## src/rtl/mem_sync_pkg.sv

```systemverilog
// Shared types and constants for the per-bank row-cache sync responder.
package mem_sync_pkg;

  typedef enum logic [2:0] {
    ST_IDLE,
    ST_WB_REQ,
    ST_WB_WAIT,
    ST_FE_REQ,
    ST_FE_WAIT,
    ST_SYNC,
    ST_RELEASE
  } state_e;

  localparam logic OP_FETCH = 1'b0;
  localparam logic OP_WB    = 1'b1;

  function automatic int unsigned bank_index(input int unsigned bg,
                                             input int unsigned ba,
                                             input int unsigned bawidth);
    return bg * (32'd1 << bawidth) + ba;
  endfunction

endpackage

```

## src/rtl/mem_sync_server_rr_arbiter.sv

```systemverilog
// Combinational round-robin picker: first set request at or after ptr.
// N must be 2**W so the candidate index wraps by plain W-bit addition.
module rr_arbiter #(
  parameter int N = 16,
  parameter int W = 4
) (
  input  logic [N-1:0] req,
  input  logic [W-1:0] ptr,
  output logic [N-1:0] grant,
  output logic [W-1:0] idx,
  output logic         any
);

  always_comb begin
    grant = '0;
    idx   = '0;
    any   = 1'b0;
    for (int i = 0; i < N; i++) begin
      if (!any && req[ptr + W'(i)]) begin
        any = 1'b1;
        idx = ptr + W'(i);
      end
    end
    grant[idx] = any;
  end

endmodule

```

## src/rtl/mem_sync_server.sv

```systemverilog
// Host-side sync responder: arbitrates bank stalls, issues optional writeback
// then fetch to the host link, and pulses sync back to the granted bank.
module mem_sync_server
  import mem_sync_pkg::*;
#(
  parameter int BGWIDTH   = 2,
  parameter int BAWIDTH   = 2,
  parameter int CHWIDTH   = 5,
  parameter int ADDRWIDTH = 17,
  localparam int BANKW    = BGWIDTH + BAWIDTH,
  localparam int NBANKS   = 2 ** BANKW
) (
  input  logic                        clk,
  input  logic                        reset_n,
  input  logic [NBANKS-1:0]           stall,
  input  logic [NBANKS*ADDRWIDTH-1:0] req_row,
  input  logic [NBANKS*CHWIDTH-1:0]   req_slot,
  input  logic [NBANKS*ADDRWIDTH-1:0] victim_row,
  input  logic [NBANKS-1:0]           victim_dirty,
  output logic [NBANKS-1:0]           sync,
  output logic                        host_cmd_valid,
  input  logic                        host_cmd_ready,
  output logic                        host_cmd_op,
  output logic [BANKW-1:0]            host_cmd_bank,
  output logic [ADDRWIDTH-1:0]        host_cmd_row,
  output logic [CHWIDTH-1:0]          host_cmd_slot,
  input  logic                        host_done,
  output logic                        busy,
  output logic [15:0]                 sync_count
);

  state_e                 state_q, state_d;
  logic [BANKW-1:0]       bank_q, bank_d;
  logic [BANKW-1:0]       rr_q, rr_d;
  logic [ADDRWIDTH-1:0]   req_row_q, req_row_d;
  logic [ADDRWIDTH-1:0]   victim_row_q, victim_row_d;
  logic [CHWIDTH-1:0]     slot_q, slot_d;
  logic [15:0]            sync_count_q, sync_count_d;

  logic [NBANKS-1:0]      arb_grant;
  logic [BANKW-1:0]       arb_idx;
  logic                   arb_any;

  rr_arbiter #(.N(NBANKS), .W(BANKW)) u_arb (
    .req   (stall),
    .ptr   (rr_q),
    .grant (arb_grant),
    .idx   (arb_idx),
    .any   (arb_any)
  );

  always_comb begin
    state_d        = state_q;
    bank_d         = bank_q;
    rr_d           = rr_q;
    req_row_d      = req_row_q;
    victim_row_d   = victim_row_q;
    slot_d         = slot_q;
    sync_count_d   = sync_count_q;
    sync           = '0;
    host_cmd_valid = 1'b0;
    host_cmd_op    = OP_FETCH;
    host_cmd_bank  = '0;
    host_cmd_row   = '0;
    host_cmd_slot  = '0;
    busy           = (state_q != ST_IDLE);

    case (state_q)
      ST_IDLE: begin
        if (arb_any) begin
          bank_d       = arb_idx;
          req_row_d    = req_row[arb_idx*ADDRWIDTH +: ADDRWIDTH];
          victim_row_d = victim_row[arb_idx*ADDRWIDTH +: ADDRWIDTH];
          slot_d       = req_slot[arb_idx*CHWIDTH +: CHWIDTH];
          rr_d         = arb_idx + BANKW'(1);
          state_d      = (|(victim_dirty & arb_grant)) ? ST_WB_REQ : ST_FE_REQ;
        end
      end
      ST_WB_REQ: begin
        host_cmd_valid = 1'b1;
        host_cmd_op    = OP_WB;
        host_cmd_bank  = bank_q;
        host_cmd_row   = victim_row_q;
        host_cmd_slot  = slot_q;
        if (host_cmd_ready) state_d = ST_WB_WAIT;
      end
      ST_WB_WAIT: if (host_done) state_d = ST_FE_REQ;
      ST_FE_REQ: begin
        host_cmd_valid = 1'b1;
        host_cmd_op    = OP_FETCH;
        host_cmd_bank  = bank_q;
        host_cmd_row   = req_row_q;
        host_cmd_slot  = slot_q;
        if (host_cmd_ready) state_d = ST_FE_WAIT;
      end
      ST_FE_WAIT: if (host_done) state_d = ST_SYNC;
      ST_SYNC: begin
        sync[bank_q] = 1'b1;
        if (sync_count_q != 16'hFFFF) sync_count_d = sync_count_q + 16'd1;
        state_d = ST_RELEASE;
      end
      // Hold off every bank until the served one drops its stall.
      ST_RELEASE: if (!stall[bank_q]) state_d = ST_IDLE;
      default: state_d = ST_IDLE;
    endcase
  end

  always_ff @(posedge clk or negedge reset_n) begin
    if (!reset_n) begin
      state_q      <= ST_IDLE;
      bank_q       <= '0;
      rr_q         <= '0;
      req_row_q    <= '0;
      victim_row_q <= '0;
      slot_q       <= '0;
      sync_count_q <= '0;
    end else begin
      state_q      <= state_d;
      bank_q       <= bank_d;
      rr_q         <= rr_d;
      req_row_q    <= req_row_d;
      victim_row_q <= victim_row_d;
      slot_q       <= slot_d;
      sync_count_q <= sync_count_d;
    end
  end

  assign sync_count = sync_count_q;

endmodule

```

## config.mk

```make
export PLATFORM = sky130hd
export DESIGN_NAME = mem_sync_server
export DESIGN_NICKNAME = d
export VERILOG_FILES = /design/src/rtl/mem_sync_pkg.sv /design/src/rtl/mem_sync_server_rr_arbiter.sv /design/src/rtl/mem_sync_server.sv
export SDC_FILE = /design/constraint.sdc
export NUM_CORES = 1
export LEC_CHECK = 0
export ABC_AREA = 1
export CORE_AREA = 4 4 279 281
export DETAILED_ROUTE_END_ITERATION = 6
export DIE_AREA = 0 0 283 285
export PLACE_DENSITY = 0.44
export SYNTH_ARGS = -nofsm -noshare
export SYNTH_HDL_FRONTEND = slang
export SYNTH_SLANG_ARGS = --single-unit
```

## constraint.sdc

```tcl
create_clock -name clk -period 3.99 [get_ports clk]
set_input_delay 0.399 -clock clk [delete_from_list [all_inputs] [get_ports clk]]
set_output_delay 0.399 -clock clk [all_outputs]
set_load 0.03 [all_outputs]
```

# After elaboration in Yosys (flattened, before gate mapping)
# Cells that the tools add are included.
word_totals:
  ff_bits: 66
  inputBits: 660
  out_inout_bits: 61
  wordCells: 187
op_classes:
  n_addsub: 17
  n_mul: 2
  order_cmp: 20
  eq_ne: 13
  shift: 3
  muxes: 84
  n_bitwise: 2
  reduce_logical: 39
op_table:
  columns: ["op", "count"]
  rows:
  - ["$shiftx A272 B10 Y17", 2]
  - ["$lt A4 B5 Y1 const B", 18]
  - ["$shiftx A80 B8 Y5", 1]
  - ["$bmux W1 S4", 17]
  - ["$mux W4", 17]
  - ["$mux W1", 37]
  - ["$pmux W17 S2", 1]
  - ["$add A4 B4 Y4 const B", 8]
  - ["$and A16 B16 Y16", 2]
  - ["$pmux W3 S7", 1]
  - ["$mux W3", 6]
  - ["$logic_and A1 B1 Y1", 17]
  - ["$add A16 B1 Y16 const B", 1]
  - ["$add A4 B3 Y4 const B", 4]
  - ["$mux W16", 1]
  - ["$ne A16 B16 Y1 const B", 1]
  - ["$reduce_or A16 Y1", 1]
  - ["$logic_not A1 Y1", 15]
  - ["$ne A2 B2 Y1 const B", 6]
  - ["$eq A3 B3 Y1 const B", 3]
  - ["$mul A4 B5 Y9 const B", 1]
  - ["$add A4 B1 Y4 const B", 2]
  - ["$add A4 B2 Y4 const B", 2]
  - ["$demux W1 S4", 2]
  - ["11 further kinds", 14]

# Depth between registers and ports, before layout
# Gate-level depths: netlist (run 1).
logic_depth:
  depth_word: 58
  mapped_depth: 33
  depth_no_buf: 30

# Modules after synthesis
# Synthesis (run 1) repeated with hierarchy kept, for this count alone.
unflattened:
  hier_cells: 2021
  hier_area_um2: 10874.2
by_module_without_submodules:
  columns: ["module", "instances", "cells_per_inst", "area_per_inst_um2", "seq_area_each_um2"]
  rows:
  - ["mem_sync_server", 1, 1629, 8956.1, 1651.6]
  - ["rr_arbiter", 1, 392, 1918.1, 0.0]

# Worst setup path after synthesis (run 1)
# OpenSTA, ideal clock, no wires.
synth_timing:
  path_type: "register to register"
  startpoint: "register rr_q[1]"
  endpoint: "register req_row_q[12]"
  arrival_time_ns: 3.770
  path_slack_ns: 0.102
  stages_incl_launch_ff: 29
  n_path_buf: 4
  period_less_slack_ns: 3.888
  path_cell_list: "dfrtp_1 > inv_1 > buf_2 > ha_1 > inv_1 > buf_2 > nand3_1 > nand3_1 > nand2_1 > nand2_1 > nand2_2 > nor2_4 > nand4_2 > nor2_4 > nand4_4 > nor2_4 > nand4_4 > nor2_2 > nand4_1 > nand3_4 > nor2_4 > buf_6 > buf_2 > a22oi_1 > nand2_1 > nand2_1 > nand2_1 > nor2_1 > nor2_1"
synth_via:
  elab_chain_len: 50
  word_cells_on_any_way: 112
  classes_between: "add/sub: 15; mul: 1; shift: 1; mux: 64; reduce/logical: 31"
synth_rtl:
  columns: ["element", "line_no", "rtl"]
  rows:
  - ["from (decl)", "mem_sync_server.sv:34", "logic [BANKW-1:0] rr_q, rr_d;"]
  - ["from (signal assigned)", "mem_sync_server.sv:120", "rr_q <= rr_d;"]
  - ["branches (longest 50 deep; another with $add A4 B1 Y4)", null, null]
  - ["to (signal assigned)", "mem_sync_server.sv:121", "req_row_q <= req_row_d;"]
  - ["to (decl)", "mem_sync_server.sv:35", "logic [ADDRWIDTH-1:0] req_row_q, req_row_d;"]
# Several ways; the timed one is not identified. The select of a mux whose other input is x is not followed.
# A chain may end at the register's enable or synchronous reset.

# Worst setup path in the final report (run 1)
layout_timing:
  startpoint: "register rr_q[0]"
  endpoint: "register slot_q[2]"
layout_via:
  elab_chain_len: 50
  word_cells_on_any_way: 112
  classes_between: "add/sub: 15; mul: 1; shift: 1; mux: 64; reduce/logical: 31"
layout_rtl:
  columns: ["element", "line_no", "rtl"]
  rows:
  - ["branches (longest 50 deep; another with $add A4 B1 Y4)", null, null]
  - ["to (signal assigned)", "mem_sync_server.sv:123", "slot_q <= slot_d;"]
  - ["to (decl)", "mem_sync_server.sv:37", "logic [CHWIDTH-1:0] slot_q, slot_d;"]
# Several ways; the timed one is not identified. The select of a mux whose other input is x is not followed.

==> results.md, run 1 <==
- Die area: 80700 um2
- Final Slew Violations: 0
- Largest net degree at the start of global routing: 39
- FMAX: roughly 0.24 GHz
- Seq cells post-synth: 66
- Most common cell on crit path: nor2_4
- Vias in the first global route: 16400
- Via count: around 16000
- WS Path Type: reg2reg
- CTS tree: built
- Status: finished, violations left
- Area share of the largest cell type after synthesis: a little under a third
- CTS clock-pin slew for the worst setup and hold paths: approximately 0.060 ns
- Hold WC Path Type: in2async
- RSZ-0062 raised after global routing: true
- Final setup fails: 24
- Slew of the pin with the lowest slew margin: 0.830 ns
- WP data arrival: approximately 4.4 ns
- Die Height: 285 um
- Max-cap violation count: 0
- GPL Wtd Cong: 0.949
- First-pass GRT wire length: 122000 um
- Syn Nets: between 2000 and 2500
- Share of the yosys chip area belonging to registers: around 17%
- Netlist cell types: 40
- Avg Synthesized Cell Area: 5.44 um2
- FP Rows: 101
- Share of layout cells above drive strength 1: 21.3%
- Nets@finish: 3425
- Remaining Overflow, GRT: 0
- Final hold vios: 0
- Slowest-stage cell, CP: dfrtp_1
- CP peak stage delay: around 0.38 ns
- Clk_lat worst skew: ~0.35 ns
- Skew final: 0.00548 ns
- Top cells by area, synth: nand2_1 (32%), dfrtp_1 (17%), a22oi_1 (8.8%)
- Worst hold slack: between 0.05 and 0.06 ns
- Io pins: 721
- Post-DR vias/cell: 4.37
- Startpoint types: flop
- Routed WL: roughly 92000 um
- Clk Tree Root Cell: clkbuf_16
- ANT nets after route: 0
- YS warnings: 0
- H-tree levels: 3
- Fill cell count: 8328
- Syn Inst Count: 1820
- Antenna violations before repair: 32
- Final min period: 4.12 ns
- Detailed Place HPWL: approximately 76000 um
- Total global-route track usage: between 20% and 30%
- Period utilization: 103%
- Required time of the critical path: 4.24 ns
- Core Area: 75400 um2
- Fin worst setup slack: -0.135 ns
- Syn-to-layout area delta: 129%
- Max Buffers Root-to-Sink: 2
- Hold buffers post-CTS: 0
- Multi-input gate area: 8350 um2
- IO buf count: between 700 and 800
- Failing checks: negative setup slack
- Detailed-route DRC error count: 0
- Most area-hungry cell type in the Yosys netlist: nand2_1
- Initial Utilization: 13.1%
- Worst slew margin: between 40% and 50%
- Clk sinks: 66
- Register area: 1650 um2
- Syn Std Cell Area: around 9900 um2
- CP Max Fanout: 6
- Total CTS buffers: 9
- WL/cell: 24.5 um
- DR iter-0 viols: 1037
- DR pass1 iterations: 5
- Worst reg-to-reg path cell count: 30
- DIE WIDTH: between 200 and 300 um
- Worst setup EP type: flop
synthesized netlist by cell type (all sizes together):
master	count
o21bai	1
dfrtp	66
o21a	1
nand3b	2
ha	8
nand3	159
nor2	202
xnor2	6
nor4	2
clkinv	2
nand2	847
xor2	18
inv	92
a21oi	7
a22oi	116
clkbuf	23
nor3	16
a31oi	4
nand4	125
o21ai	33
o22ai	2
buf	87
a31o	1
critical path: cells and delay by family, from the launching register on:
family / cells / cell delay [ns]
compound gates: 1 / 0.37
fa+ha+maj: 1 / 0.33
buf+inv: 6 / 0.79
flops: 1 / 0.38
simple gates: 22 / 2.13
layout by cell type, fill, tap and decap left out, types with 37 or more instances in the layout:
| master | n |
|---|---|
| nand4_1 | 120 |
| a22oi_1 | 78 |
| nand2_1 | 773 |
| nand3_2 | 46 |
| inv_1 | 72 |
| nand2_2 | 62 |
| nor2_1 | 164 |
| nand3_1 | 99 |
| buf_12 | 47 |
| buf_6 | 37 |
| buf_4 | 206 |
| dfrtp_1 | 65 |
| clkdlybuf4s50_1 | 719 |
| a22oi_2 | 38 |
final cells by class:
cell class,count,share of cell area [%]
flip-flops and latches,66,7.28
well taps,978,5.39
clock inverters,2,0.154
repair buffers,1034,47.1
clock buffers,13,1.19
diodes,17,0.187
multi-input cells,1550,36.8
repair inverters,2,0.0882
inverters,94,1.76
worst paths after layout:
kind / startpoint / endpoint / slack (ns)
max: rr_q[0]$_DFFE_PN0P_ / slot_q[2]$_DFFE_PN0P_ / -0.13
min: reset_n / sync_count[1]$_DFFE_PN0P_ / 0.06
max reg2reg: rr_q[0]$_DFFE_PN0P_ / slot_q[2]$_DFFE_PN0P_ / -0.13
min reg2reg: victim_row_q[13]$_DFFE_PN0P_ / victim_row_q[13]$_DFFE_PN0P_ / 0.48
max in group asynchronous: reset_n / req_row_q[9]$_DFFE_PN0P_ / 3.00
min in group clk: victim_row_q[13]$_DFFE_PN0P_ / victim_row_q[13]$_DFFE_PN0P_ / 0.48
sequential cells by signal, summed over array words and instances, names as in the netlist:
name,flops
req_row_q,17
victim_row_q,17
sync_count,16
slot_q,5
bank_q,4
rr_q,4
state_q,3
metrics by stage:
stage / instances / utilization (%) / worst slack, ns / cell area (um2) / TNS (ns)
6_report: 3756 / 30.1 / -0.135 / 22700 / -1.28
5_1_grt: 3750 / 30.1 / -0.347 / 22700 / -10.75
4_1_cts: 3700 / 28.5 / -0.152 / 21500 / -2.65
3_5_place_dp: 3643 / 26.3 / -0.463 / 19900 / -12.17
3_3_place_gp: 3643 / 26.3 / -0.454 / 19900 / -11.79
2_1_floorplan: 1820 / - / 0.102 / 9890 / 0
timing repair:
| item | in CTS | in global routing |
|---|---|---|
| pin swaps | 84 | 82 |
| endpoints found under the setup margin | 40 | 43 |
| gates cloned | 9 | 10 |
| resized for setup | 180 | 181 |
| buffers inserted | 38 | 31 |
metal layers:
metal	share of wire, %	vias up	track usage (%)
met5	0	-	0
met4	3.1	0	5.60
met3	4.7	118	3.72
met2	51	610	38.4
met1	41	7752	25.2
li1	-	7927	-
cells by family after synthesis:
logic type,after synthesis,synth area share (%)
AO/OA/AOI/OAI,165,11.5
XOR/XNOR,24,2.43
flip-flops,66,16.7
adder cells (fa/ha/maj),8,1.01
AND/OR/NAND/NOR,1353,58.6
buffers and inverters,204,9.83
Power of run 1 is left out: the tool's default activity adds up to more than one toggle a clock period on the data nets, which glitch-free logic cannot reach.
==> run 2: changes to the inputs <==
CORE_AREA = 4 4 280 282   (was 4 4 279 281)
DIE_AREA = 0 0 284 286   (was 0 0 283 285)
DONT_BUFFER_PORTS = 1   (was not set)
PLACE_DENSITY = 0.3   (was 0.44)
clock period = 4.95 ns   (was 3.99 ns; I/O delays follow)
==> run 2 against run 1 <==
Net effect: the run ends with design-rule violations left; cell area shrank 49%; critical path depth shrank 4; count of clock-buffer cells in the layout shrank 3; register-to-register slack gained 0.44 ns; first-iteration DRC count grew 6.5%; die area grew 0.71%; via count shrank 21%; sequential share of layout area grew 6.9 points; setup slack gained 0.44 ns; routed wire length shrank 19%.
==> results.md, run 2 (synthesis gave the netlist of run 1 again) <==
- WL/cell: roughly 27 um
- Period utilization: 93.8%
- ANT nets after route: 0
- Hold WC Path Type: in2async
- GPL Wtd Cong: 0.904
- Share of layout cells above drive strength 1: under 10%
- Clk Tree Root Cell: clkbuf_16
- Nets@finish: 2451
- Slowest-stage cell, CP: ha_2
- CTS tree: built
- Clk sinks: 66
- CP peak stage delay: 0.49 ns
- Most frequent cells in the layout: nand2_1 (839), nor2_1 (186), nand3_1 (158)
- Total global-route track usage: between 10% and 20%
- FP Rows: 101
- RSZ-0062 raised after global routing: true
- Crit path capture: req_row_q[5]$_DFFE_PN0P_
- Skew final: between 0.009 and 0.01 ns
- Final Slew Violations: 0
- Most common cell on crit path: nand3_1
- Final hold vios: 0
- Remaining Overflow, GRT: 0
- Largest net degree at the start of global routing: 77
- IO buf count: 0
- Required time of the critical path: approximately 5.2 ns
- First-pass GRT wire length: 98700 um
- Gate family responsible for the most delay along the worst path: simple AND/OR/NAND/NOR gates
- Die area: between 80000 and 90000 um2
- Die Height: ~290 um
- Commonest non-fill, non-tap cell in the layout: nand2_1
- Io pins: 721
- Startpoint types: flop
- Syn-to-layout area delta: 17.4%
- Max Buffers Root-to-Sink: 2
- Detailed-route DRC error count: 7
- Final min period: 4.64 ns
- Worst path bufs/invs: 5
- Worst slew margin: 24.4%
- Crit. Startpoint: rr_q[2]$_DFFE_PN0P_
- Critical Path Stages: 26
- H-tree levels: 3
- R2R Setup Slk: ~0.31 ns
- Vias in the first global route: roughly 13000
- WP data arrival: 4.93 ns
- DR iter-0 viols: ~1100
- DIE WIDTH: between 200 and 300 um
- FMAX: around 0.22 GHz
- Setup TNS Final: 0 ns
- Worst setup EP type: flop
- Detailed Place HPWL: 63100 um
- Routed WL: 74600 um
- Status: finished, violations left
- Core Area: 75700 um2
- Via count: 13000
- Antenna violations before repair: 28
- Max-cap violation count: 0
- R2R Path Start: rr_q[2]$_DFFE_PN0P_
- WS Path Type: reg2reg
- Worst reg-to-reg path cell count: 26
- Worst hold slack: 0.0117 ns
- Post-DR vias/cell: 4.69
- FF-to-FF End: req_row_q[5]$_DFFE_PN0P_
- CP Max Fanout: 32
- Initial Utilization: 13.1%
- CTS clock-pin slew for the worst setup and hold paths: 0.06 ns
- Fill cell count: 8848
- Total CTS buffers: 9
- Failing checks: design-rule violations
- Slew of the pin with the lowest slew margin: 1.12 ns
- Clk_lat worst skew: around 0.36 ns
- DR pass1 iterations: 7
- Final setup fails: 0
## run 2: cell count changes in the layout (fill, tap and decap cells not counted), sizes merged
cell	change
buf	-245
bufbuf	-2
bufinv	+1
clkbuf	-9
clkdlybuf4s50	-719
clkinv	-1
clkinvlp	+2
diode	-2
## run 2: worst min-delay path by stage
stage | startpoint | endpoint | slack (ns) | depth (start not counted)
global route | reset_n | sync_count[0]$_DFFE_PN0P_ | 0.01 | 1
detailed placement | reset_n | sync_count[0]$_DFFE_PN0P_ | 0.20 | 0
CTS | reset_n | sync_count[0]$_DFFE_PN0P_ | 0.02 | 1
finish | reset_n | sync_count[0]$_DFFE_PN0P_ | 0.01 | 1
global placement | reset_n | sync_count[0]$_DFFE_PN0P_ | 0.20 | 0
floorplan | reset_n | bank_q[0]$_DFFE_PN0P_ | 0.20 | 0
## run 2: stage by stage
stage / worst slack [ns] / utilization, % / cell area, um2 / std cells
after floorplan: 1.06 / - / 9890 / 1820
after global placement: -0.00420 / 14.7 / 11100 / 2747
after global routing: -0.0374 / 15.3 / 11600 / 2779
final: 0.309 / 15.3 / 11600 / 2781
after detailed placement: -0.0306 / 14.7 / 11100 / 2747
after CTS: 0.0440 / 15.2 / 11500 / 2764
## run 2: repair_timing
item | in CTS | in global routing
setup endpoints to repair | 1 | 40
hold buffers | 1 | 0
pin swaps | 0 | 1
endpoints found under the hold margin | 66 | 0
resized for setup | 1 | 13
cloned | 0 | 1
setup buffers | 0 | 1
## run 2: cell type report
class	instances	area [um2]	area share, %
diodes	15	37.5	0.323
clock buffers	10	239	2.06
clock inverters	6	88.8	0.765
inverters	94	364	3.14
multi-input cells	1550	7320	63.0
flip-flops and latches	66	1650	14.2
well taps	978	1220	10.5
repair buffers	62	686	5.90
## run 2: layer usage
metal | share of wire (%) | wire, um | global-route usage (%)
met4 | 2.3 | 1710 | 4.34
met1 | 41 | 30400 | 21.2
met5 | 0.055 | 41 | 0
met2 | 50 | 37500 | 29.9
met3 | 6.8 | 5080 | 3.59
Power of run 2 is left out for the same reason.
==> run 3: changes to the inputs <==
HOLD_SLACK_MARGIN = 0.12   (was not set)
==> run 3 against run 2 <==
Net effect: the flow now finishes without violations; cell area hardly changed; via count is 0.26% lower; sequential cell count stayed put; first-iteration DRC count is 0.91% higher; setup slack better by 0.0095 ns; die area stayed put; core utilization hardly changed; maximum frequency is 0.20% higher; clock skew hardly changed; final cell count hardly changed; non-clock buffer count is 1 higher.
==> results.md, run 3 (synthesis gave the netlist of run 1 again) <==
- Routed WL: 74700 um
- Final Slew Violations: 0
- Die Height: roughly 290 um
- Clk sinks: 66
- Hold_sp: host_cmd_ready
- Hold EP: state_q[0]$_DFFE_PN0P_
- Initial Utilization: a little over an eighth
- Commonest non-fill, non-tap cell in the layout: nand2_1
- Detailed Place HPWL: 63100 um
- FF-to-FF End: req_row_q[5]$_DFFE_PN0P_
- Antenna violations before repair: 28
- CP peak stage delay: about 0.49 ns
- Remaining Overflow, GRT: 0
- RSZ-0062 raised after global routing: true
- Max Buffers Root-to-Sink: 2
- Final hold vios: 0
- CP Max Fanout: 32
- Die area: 81200 um2
- Post-DR vias/cell: 4.67
- Worst reg-to-reg path cell count: 26
- Largest net degree at the start of global routing: 77
- Total CTS buffers: 9
- Status: finished clean
- R2R Path Start: rr_q[2]$_DFFE_PN0P_
- FP Rows: a little over 100
- Nets@finish: 2452
- Register area: 1650 um2
- Detailed-route DRC error count: 0
- ANT nets after route: 0
- Slowest-stage cell, CP: ha_2
- GPL Wtd Cong: 0.904
- DR iter-0 viols: 1114
- Clk_lat worst skew: 0.36 ns
- Core Area: 75700 um2
- Io pins: between 700 and 800
- Skew final: between 0.009 and 0.01 ns
- Most frequent cells in the layout: nand2_1 (839), nor2_1 (186), nand3_1 (158)
- WS Path Type: reg2reg
- Max-cap violation count: 0
- Setup TNS Final: 0 ns
- Via count: 13000
- Total global-route track usage: 17.0%
- Worst setup EP type: flop
- Final min period: ~4.6 ns
- First-pass GRT wire length: 98700 um
- Final setup fails: 0
- Multi-input gate area: 7320 um2
- H-tree levels: 3
- IO buf count: 0
- Hold Path Cell Cnt: 1
- Hold WC Path Type: in2reg
- DR pass1 iterations: 5
- Gate family responsible for the most delay along the worst path: simple AND/OR/NAND/NOR gates
- WL/cell: around 27 um
- FMAX: 0.216 GHz
- Clk Tree Root Cell: clkbuf_16
- Syn-to-layout area delta: 17.5%
- Share of layout cells above drive strength 1: 7.55%
- Startpoint types: flop
- WP data arrival: 4.92 ns
- R2R Setup Slk: between 0.3 and 0.4 ns
- DIE WIDTH: 284 um
- Slew of the pin with the lowest slew margin: 1.12 ns
- Fill cell count: 8846
- Required time of the critical path: 5.24 ns
- Most common cell on crit path: nand3_1
- Vias in the first global route: 12600
- Period utilization: 93.6%
- Worst path bufs/invs: 5
- CTS tree: built
- CTS clock-pin slew for the worst setup and hold paths: 0.06 ns
- Worst slew margin: 24.4%
-- run 3: cell types whose count changed in the layout (fill, tap and decap cells not counted) --
cell / delta
dlygate4sd3_1: +1
-- run 3: layout make-up --
| cell class | count | area share, % |
|---|---|---|
| clock inverters | 6 | 0.764 |
| flip-flops and latches | 66 | 14.2 |
| multi-input cells | 1550 | 63.0 |
| clock buffers | 10 | 2.06 |
| well taps | 978 | 10.5 |
| repair buffers | 63 | 5.98 |
| inverters | 94 | 3.13 |
| diodes | 15 | 0.323 |
-- run 3: what timing repair did --
action | CTS | global route
resized for setup | 1 | 13
hold endpoints to repair | 66 | 0
setup buffers | 0 | 1
hold buffers | 2 | 0
endpoints found under the setup margin | 1 | 40
gates cloned | 0 | 1
pin swaps | 0 | 1
-- run 3: how the worst max path moves through the flow --
stage	slack, ns	from	end	cells after the start
2_1_floorplan	1.06	rr_q[1]$_DFFE_PN0P_	req_row_q[12]$_DFFE_PN0P_	28
3_3_place_gp	-0.004	rr_q[2]$_DFFE_PN0P_	req_row_q[5]$_DFFE_PN0P_	26
3_5_place_dp	-0.03	rr_q[2]$_DFFE_PN0P_	req_row_q[5]$_DFFE_PN0P_	26
4_1_cts	0.04	rr_q[0]$_DFFE_PN0P_	req_row_q[5]$_DFFE_PN0P_	27
5_1_grt	-0.04	rr_q[2]$_DFFE_PN0P_	req_row_q[5]$_DFFE_PN0P_	28
6_report	0.32	rr_q[2]$_DFFE_PN0P_	req_row_q[5]$_DFFE_PN0P_	26
-- run 3: per-layer routing --
layer	GRT usage, %	routed length [um]	vias up
met1	21.2	30300	6275
met2	29.9	37500	678
met4	4.34	1750	6
met3	3.59	5120	92
li1	-	-	5944
met5	0	41	-
-- run 3: worst reg2reg max path, stage by stage (launching register included) --
cell and delay, ns:
dfrtp_1 0.37, inv_2 0.14, ha_2 0.50, inv_1 0.18, nand3_1 0.16, nand3_1 0.08, nand2_1 0.24, nand4_1 0.16
nor2_2 0.16, nand4_2 0.12, nor2_2 0.16, nand4_1 0.15, nor2_2 0.15, nand3_1 0.11, nand2_1 0.09, nand3_1 0.11
nand2_4 0.18, nand2_4 0.09, inv_8 0.22, buf_16 0.23, buf_12 0.23, nand2_1 0.19, nand4_1 0.13, nand2_1 0.05
nand3_1 0.21, nor2_1 0.07, nor2_1 0.09
-- run 3: per-stage QoR --
| stage | hold WS (ns) | util [%] | setup WS, ns | cells | area [um2] |
|---|---|---|---|---|---|
| 2_1_floorplan | 0.199 | - | 1.06 | 1820 | 9890 |
| 3_3_place_gp | 0.202 | 14.7 | -0.00420 | 2747 | 11100 |
| 3_5_place_dp | 0.203 | 14.7 | -0.0306 | 2747 | 11100 |
| 4_1_cts | 0.221 | 15.2 | 0.0440 | 2765 | 11500 |
| 5_1_grt | 0.234 | 15.3 | -0.0374 | 2780 | 11600 |
| 6_report | 0.252 | 15.4 | 0.318 | 2782 | 11600 |
Power of run 3 is left out for the same reason.
==> patch, RTL diff (flow settings as in run 1) <==
Take the reset off `rr_q` and load it in a clocked block of its own.
--- a/src/rtl/mem_sync_server.sv
+++ b/src/rtl/mem_sync_server.sv
@@ -110,5 +110,4 @@
       state_q      <= ST_IDLE;
       bank_q       <= '0;
-      rr_q         <= '0;
       req_row_q    <= '0;
       victim_row_q <= '0;
@@ -118,5 +117,4 @@
       state_q      <= state_d;
       bank_q       <= bank_d;
-      rr_q         <= rr_d;
       req_row_q    <= req_row_d;
       victim_row_q <= victim_row_d;
@@ -126,4 +124,8 @@
   end
 
+  always_ff @(posedge clk) begin
+    rr_q <= rr_d;
+  end
+
   assign sync_count = sync_count_q;
 
Function: changed (a bounded check fails within 4 cycles, from zero or initial values and one cycle with reset_n low).
==> patch against run 1 <==
The run still ends with negative setup slack left. Core utilization is 0.20 points lower. Fmax grew 0.24%. Synthesized area down 0.34%. Setup slack better by 0.010 ns. Count of clock-buffer cells in the layout fell by 3. Critical path type unchanged. Cell count increased by 2.6%. Design area fell by 0.67%. Sequential cell count unchanged. Wire length fell by 1.5%.
Power is left out: the tool's default activity adds up to more than one toggle a clock period on the data nets, which glitch-free logic cannot reach.
==> patch: results (changes against run 1) <==
{
  "detailed_routing": {
    "vias_per_cell": {"value": 4.32, "change": "was 4.37"},
    "initialDrtViolationCount": {"value": 1095, "change": "was 1037"},
    "routed_wirelength": {"value": 90.4, "unit": "mm", "change": "was 91.9 mm"}
  },
  "cts": {
    "clock_insertion_delay_worst_skew": {"value": 0.37, "unit": "ns", "change": "was 0.35 ns"}
  },
  "timing": {
    "final.setup.worst_slack": {"value": -0.125, "unit": "ns", "change": "was -0.135 ns"},
    "tightest_slew": {"value": 0.698, "unit": "ns", "change": "was 0.830 ns"},
    "setup_viol": {"value": 33, "change": "was 24"}
  },
  "critical_path": {
    "register_to_register_path_depth": {"value": 29, "change": "was 30"},
    "critPathArrivalTime": {"value": 4.36, "unit": "ns", "change": "was 4.37 ns"},
    "timing.critical_path.slowest_stage_cell": {"value": "sky130_fd_sc_hd__edfxtp_1", "change": "was sky130_fd_sc_hd__dfrtp_1"}
  },
  "synth": {
    "synth-compound-area-share": {"value": 4.01, "unit": "%", "change": "was 11.5%"},
    "synth-edff-count": {"value": 4, "change": "was 0"},
    "synth-async-reset-ratio": {"value": 93.9, "unit": "%", "change": "was 100%"},
    "ys_top_cells_by_area": {"value": "sky130_fd_sc_hd__nand2_1 (39%), sky130_fd_sc_hd__dfrtp_1 (16%), sky130_fd_sc_hd__nand4_1 (12%), sky130_fd_sc_hd__nand3_1 (7.5%), sky130_fd_sc_hd__nor2_1 (4.8%)", "change": "was sky130_fd_sc_hd__nand2_1 (32%), sky130_fd_sc_hd__dfrtp_1 (17%), sky130_fd_sc_hd__a22oi_1 (8.8%), sky130_fd_sc_hd__nand3_1 (8.0%), sky130_fd_sc_hd__nand4_1 (7.6%)"},
    "seq_area_frac_synth": {"value": 17.0, "unit": "%", "change": "was 16.7%"},
    "synth.avg_cell_area": {"value": 5.17, "unit": "sq um", "change": "was 5.44 sq um"},
    "synth.net_count": {"value": 2575, "change": "was 2488"},
    "synthTopCellsByCount": {"value": "sky130_fd_sc_hd__nand2_1 (1034), sky130_fd_sc_hd__nand4_1 (187), sky130_fd_sc_hd__nand3_1 (148)", "change": "was sky130_fd_sc_hd__nand2_1 (839), sky130_fd_sc_hd__nor2_1 (190), sky130_fd_sc_hd__nand3_1 (158)"},
    "synthXorXnorAreaFrac": {"value": 2.12, "unit": "%", "change": "was 2.43%"}
  },
  "final_layout": {
    "instances_no_fill": {"value": 3854, "change": "was 3756"}
  },
  "global_routing": {
    "grt_max_degree": {"value": 47, "change": "was 39"},
    "antenna_found_initial": {"value": 27, "change": "was 32"},
    "grt_pass1_vias": {"value": 17000, "change": "was 16400"},
    "gr_usage_total": {"value": 21.1, "unit": "%", "change": "was 21.0%"}
  },
  "run_status": {
    "violations": {"value": "negative setup slack", "change": "unchanged"},
    "outcome": {"value": "complete, but fails checks", "change": "unchanged"}
  },
  "place": {
    "dp_worst_setup_slack": {"value": -0.672, "unit": "ns", "change": "was -0.463 ns"},
    "placed_cell_area": {"value": 20000, "unit": "sq um", "change": "was 19900 sq um"},
    "place_hpwl": {"value": 74.1, "unit": "mm", "change": "was 75.6 mm"}
  }
}
-- patch: changes by cell type after synthesis, moves of 7 or more --
cell	before	now
sky130_fd_sc_hd__nand2_1	839	1034
sky130_fd_sc_hd__a22oi_1	116	5
sky130_fd_sc_hd__nand4_1	120	187
sky130_fd_sc_hd__nor2_1	190	125
sky130_fd_sc_hd__inv_1	80	100
sky130_fd_sc_hd__a21oi_1	7	23
sky130_fd_sc_hd__nand3_1	158	148
sky130_fd_sc_hd__nor3_1	15	7
sky130_fd_sc_hd__clkbuf_1	23	30
-- patch: final timing paths --
check	start	endpoint	slack (ns)
worst max-delay path	rr_q[0]	slot_q[1]	-0.12
worst min-delay path	reset_n	sync_count[14]	0.03
worst max register to register	rr_q[0]	slot_q[1]	-0.12
worst min register to register	victim_row_q[4]	victim_row_q[4]	0.48
max in group asynchronous	reset_n	req_row_q[4]	2.99
min in group clk	victim_row_q[4]	victim_row_q[4]	0.48
-- patch: repair_timing --
item | 4_1_cts | 5_1_grt
setup endpoints to repair | 42 | 50
buffers inserted | 46 | 26
gates resized for setup | 186 | 156
pin swaps | 70 | 93
gates cloned | 9 | 8
-- patch: final cells by class --
class	count	area [sq um]
Fill cell	8361	52900
Timing Repair Buffer	1043	10700
Multi-Input combinational cell	1625	8090
Sequential cell	66	1670
Tap cell	978	1220
Inverter	109	440
Clock buffer	10	239
Clock inverter	6	88.8
Antenna cell	16	40.0
Timing Repair inverter	1	7.51
-- patch: routing by layer --
layer | vias up | GRT usage (%) | wire, microns
li1 | 8114 | - | -
met1 | 7816 | 26.4 | 38600
met2 | 630 | 36.1 | 43500
met3 | 98 | 5.44 | 6380
met4 | 4 | 5.09 | 1900
met5 | - | 0 | 26
